**config.mk**
```make
export PLATFORM = sky130hd
export DESIGN_NAME = mem_arbiter
export DESIGN_NICKNAME = d
export VERILOG_FILES = /design/src/rtl/mem_arbiter.sv
export SDC_FILE = /design/constraint.sdc
export NUM_CORES = 1
export LEC_CHECK = 0
export CORE_MARGIN = 2
export CORE_UTILIZATION = 40
export CTS_CLUSTER_DIAMETER = 150
export DETAILED_ROUTE_END_ITERATION = 16
export PLACE_DENSITY = 0.78
export SLEW_MARGIN = 20
export SYNTH_ARGS = -nofsm -noshare
export SYNTH_HDL_FRONTEND = slang
export SYNTH_SLANG_ARGS = --single-unit
```
**constraint.sdc**
```tcl
create_clock -name clk -period 7.3 [get_ports clk]
set_input_delay 0.73 -clock clk [delete_from_list [all_inputs] [get_ports clk]]
set_output_delay 0.73 -clock clk [all_outputs]
set_load 0.05 [all_outputs]
```
**src/rtl/mem_arbiter.sv**
```systemverilog
// mem_arbiter
//   Shares one single-port, variable-latency memory between the instruction
//   fetch (IF) port and the data memory (DM) port of a pipelined core. One
//   memory transaction is outstanding at a time. DM has priority over IF, but
//   a streak counter bounds how many DM grants IF can lose in a row.
//
// Ports
//   clk, reset          rising-edge clock, asynchronous active-high reset
//   if_req/if_addr      IF read request, held until if_ready
//   if_rdata/if_ready   IF read data, valid during the one-cycle if_ready pulse
//   dm_req/dm_we        DM request (write when dm_we=1), held until dm_ready
//   dm_addr/dm_wdata    DM byte address and write data
//   dm_rdata/dm_ready   DM read data, valid during the one-cycle dm_ready pulse
//   mem_req/mem_we      memory request (held until mem_ack) and write enable
//   mem_addr/mem_wdata  memory address and write data, stable while mem_req=1
//   mem_rdata/mem_ack   memory read data and one-cycle completion strobe
//   stallF/stallM       pending-request qualifiers for the hazard logic
`timescale 1ns/1ps
module mem_arbiter #(
  parameter int WIDTH        = 32,
  parameter int STARVE_LIMIT = 4
) (
  input  logic             clk,
  input  logic             reset,
  input  logic             if_req,
  input  logic [WIDTH-1:0] if_addr,
  output logic [WIDTH-1:0] if_rdata,
  output logic             if_ready,
  input  logic             dm_req,
  input  logic             dm_we,
  input  logic [WIDTH-1:0] dm_addr,
  input  logic [WIDTH-1:0] dm_wdata,
  output logic [WIDTH-1:0] dm_rdata,
  output logic             dm_ready,
  output logic             mem_req,
  output logic             mem_we,
  output logic [WIDTH-1:0] mem_addr,
  output logic [WIDTH-1:0] mem_wdata,
  input  logic [WIDTH-1:0] mem_rdata,
  input  logic             mem_ack,
  output logic             stallF,
  output logic             stallM
);

  typedef enum logic [1:0] {IDLE, BUSY_I, BUSY_D} state_t;

  localparam logic [3:0] LIMIT = 4'(STARVE_LIMIT);

  state_t     state;
  logic [3:0] streak;
  logic       if_live;
  logic       dm_live;
  logic       pick_dm;
  logic       pick_if;

  // A port whose ready is high this cycle has just been served; masking it
  // keeps a still-asserted request from being issued a second time.
  assign if_live = if_req & ~if_ready;
  assign dm_live = dm_req & ~dm_ready;

  assign stallF = if_req & ~if_ready;
  assign stallM = dm_req & ~dm_ready;

  // DM wins contention unless IF has already lost LIMIT grants in a row.
  always_comb begin
    pick_dm = dm_live & (~if_live | (streak != LIMIT));
    pick_if = if_live & ~pick_dm;
  end

  always_ff @(posedge clk or posedge reset) begin
    if (reset) begin
      state     <= IDLE;
      streak    <= 4'd0;
      mem_req   <= 1'b0;
      mem_we    <= 1'b0;
      mem_addr  <= '0;
      mem_wdata <= '0;
      if_ready  <= 1'b0;
      dm_ready  <= 1'b0;
      if_rdata  <= '0;
      dm_rdata  <= '0;
    end else begin
      if_ready <= 1'b0;
      dm_ready <= 1'b0;
      case (state)
        IDLE: begin
          // mem_ack is ignored here: nothing is outstanding.
          if (pick_dm) begin
            state     <= BUSY_D;
            mem_req   <= 1'b1;
            mem_we    <= dm_we;
            mem_addr  <= dm_addr;
            mem_wdata <= dm_wdata;
            if (if_live)
              streak <= (streak == LIMIT) ? LIMIT : streak + 4'd1;
            else
              streak <= 4'd0;
          end else if (pick_if) begin
            state     <= BUSY_I;
            mem_req   <= 1'b1;
            mem_we    <= 1'b0;
            mem_addr  <= if_addr;
            mem_wdata <= '0;
            streak    <= 4'd0;
          end
        end
        BUSY_I: begin
          if (mem_ack) begin
            state    <= IDLE;
            mem_req  <= 1'b0;
            mem_we   <= 1'b0;
            if_ready <= 1'b1;
            if_rdata <= mem_rdata;
          end
        end
        BUSY_D: begin
          if (mem_ack) begin
            state    <= IDLE;
            mem_req  <= 1'b0;
            mem_we   <= 1'b0;
            dm_ready <= 1'b1;
            // A write completion leaves the last read data in place.
            if (!mem_we)
              dm_rdata <= mem_rdata;
          end
        end
        default: state <= IDLE;
      endcase
    end
  end

endmodule

```
==> results.toml <==
[global_routing]
vias_in_the_first_global_route = 4857
grtUsageTotal_pct = 21.7
grt_pass1_wl_mm = 25.3
grt_remaining_overflow = 0
grt_max_degree = 73
antenna_found_initial = 0

[synth]
top_cells_by_count_synth = "dfrtp_1, mux2_2, a21oi_1"
postSynthNetCount = 555
mean_area_per_synthesized_cell_sq_um = 13.9
synthTopCellsByArea = "dfrtp_1, mux2_2, a221o_1"
yosys_warnings = 0
yosysUniqueCellTypes = 33
post_syn_instances = 415
postSynthRegisterBits = 138
postSynth.asyncResetShare_pct = 100
synth-edff-count = 0
post-synth-top-count-cell = "dfrtp_1"
synth_area_sq_mm = 0.00577
share_of_synthesized_area_occupied_by_flip_flops_and_latches_pct = 59.8
synthDominantAreaCellType = "dfrtp_1"
dominantRegCellSynth = "dfrtp_1"
netlist.area_leader.share_pct = 59.8

[place]
gp_congestion = 0.776
hpwlAfterDp_mm = 11.5
postPlaceCellArea_sq_mm = 0.00852
numPortBuffers = 267
placed_cells_incl_taps = 829

[sta]
relSlewSlack_pct = 44.1
finalCritPeriodShare_pct = 47.9
total_count_of_hold_check_failures_in_the_final_report = 0
finalSetupViolations = 0
min_period_ns = 3.50
rsz_0062_raised_after_global_routing = "false"
finalClockSkew_ns = 0.00627
finalSetupTns_ns = 0
peak_freq_mhz = 286
slew_viol_final = 0
worst_pin_slew_ns = 0.839
hold_slack_ns = 0.487

[floorplanning]
core-area_sq_mm = 0.0140
die_width_um = 124
initial_utilization_pct = 41.3
area_enclosed_by_the_die_boundary_sq_mm = 0.0154
num_io_pins = 268
floorplan.die.height_um = 124
rows = 43

[cts]
hold_buffers = 0
post-cts-setup-buffers = 0
cts_made_buffers = 17
tritoncts = "done"
clk_root_buffer_cell = "clkbuf_16"
numClockSinks = 138
cts_repair_resize_count = 0
longest_clk_path_bufs = 2
clkLatencyLatePin_ns = 0.41
clkTransAtPathRegs_ns = 0.06
cts-htree-levels = 4

[critical_path]
timing.critical_path.fanout_max = 40
crit_required_ns = 6.57
rr_endpoint = "mem_wdata[0]$_DFFE_PP0P_"
critical_path_arrival_ns = 2.77
critPathMostFrequentCell = "clkdlybuf4s50_1"
start_kind = "primary input"
worst_path_class_setup = "primary input to primary output"
crit_path_end_kind = "primary output"
worst_r2r_startpoint = "if_ready$_DFF_PP0_"
path_cells = "clkdlybuf4s50_1 -> nand2b_1 -> inv_2 -> clkdlybuf4s50_1"
critical_path.max_stage_delay_ns = 0.93
slowest_stage = "clkdlybuf4s50_1"
r2r_slack_ns = 4.75
worstRegToRegCells = 5

[status]
status = "complete, no violations"

[final_layout]
final_cell_area_sq_mm = 0.00909
layout.nets = 808
area_growth_syn_to_layout_pct = 57.4
final_layout_size_suffix_gt1_share_pct = 13.5
insertedDiodeCount = 0
post_layout_nonfiller_instances = 859

[hold_path]
hold_class = "register to register"
holdCritStartpoint = "dm_rdata[2]$_DFFE_PP0P_"
min_delay_path_depth = 1
whs_endpoint = "dm_rdata[2]$_DFFE_PP0P_"

[run]
max_cap_violations = 0

[pwr]
total_power_w = 0.00514
power_density_mw_per_mm2 = 566
static-leakage-power_nw = 3.80
vdd_ir_drop_max_v = 0.000313

[drt]
average_wire_per_cell_in_the_routed_design_um = 19.1
antenna_left = 0
remaining_drc_errors = 0
routed_via_density = 5.38
drt_first_pass_iters = 4
wirelength_mm = 16.4
drt_iter0_markers = 242
via_count = 4621
critical path, delay by kind of cell:
kind | cells | cell delay (ns)
buffers and inverters | 3 | 1.92
and+or+nand+nor | 1 | 0.10
logic make-up (layout without fill, tap and decap cells):
family                   Yosys count  in the layout  share of synthesized area [%]
flip-flops                       138            138                           59.8
AO/OA/AOI/OAI                    108            108                           14.9
multiplexers                      69             69                           13.4
buffers and inverters             49            313                           4.16
AND/OR/NAND/NOR                   45             45                           6.42
adder cells (fa/ha/maj)            6              6                           1.30
layer usage:
metal  GRT usage [%]  share of wire [%]  wire (um)  up-vias
met4            7.94                1.9        308        0
met3            10.3                 12       1980       25
met5               0                  0          0        -
met1            24.3                 37       6070     2297
met2            35.9                 49       8070      211
li1                -                  -          -     2088
cell type report:
type	count	area, sq um
Inverter	10	42.5
Clock buffer	19	443
Fill cell	1079	4900
Multi-Input combinational cell	228	2090
Tap cell	180	225
Sequential cell	138	3450
Timing Repair Buffer	273	2710
Clock inverter	11	124
stage by stage:
step	util [%]	setup WS, ns
after global placement	60.9	3.40
after detailed placement	60.9	3.35
after floorplan	-	2.87
after CTS	65.0	3.34
after global routing	65.0	3.73
final	65.0	3.80
flip-flops by register name, summed over array words and instances, names as in the netlist:
name	cells
dm_rdata	32
if_rdata	32
mem_addr	32
mem_wdata	32
streak	4
state	2
dm_ready	1
if_ready	1
mem_req	1
mem_we	1
where the power goes:
| group | switching (W) | internal [W] | total, W |
|---|---|---|---|
| Clock | 0.000315 | 0.000507 | 0.000822 |
| Combinational | 0.00190 | 0.00107 | 0.00296 |
| Sequential | 0.000215 | 0.00114 | 0.00136 |
worst max path at each step:
stage | start | to | slack, ns | cells after the start
floorplan | reset | dm_rdata[0]$_DFFE_PP0P_ | 2.87 | 1
global placement | if_req | stallF | 3.40 | 4
detailed placement | if_req | stallF | 3.35 | 4
CTS | if_req | stallF | 3.34 | 4
global route | dm_req | stallM | 3.73 | 4
finish | dm_req | stallM | 3.80 | 4
cell usage in the layout (no fill, tap or decap), drive strengths merged:
cell,netlist,routed
mux2i,2,2
clkinvlp,0,3
a221o,32,32
nand3,1,1
clkbuf,14,19
a32o,2,2
o22ai,1,1
and2,2,2
buf,25,7
nor3b,1,1
bufinv,0,2
and4,1,1
nor2b,1,1
dfrtp,138,138
nand2,4,4
clkinv,0,5
clkdlybuf4s50,0,266
a21oi,34,34
nand2b,2,2
ha,6,6
a22o,33,33
o211ai,1,1
nand3b,1,1
o2111ai,1,1
inv,10,11
mux2,67,67
nand4b,32,32
o21ai,1,1
o211a,1,1
o32ai,1,1
a311oi,1,1
No activity file was read; power rests on OpenSTA's default activity.
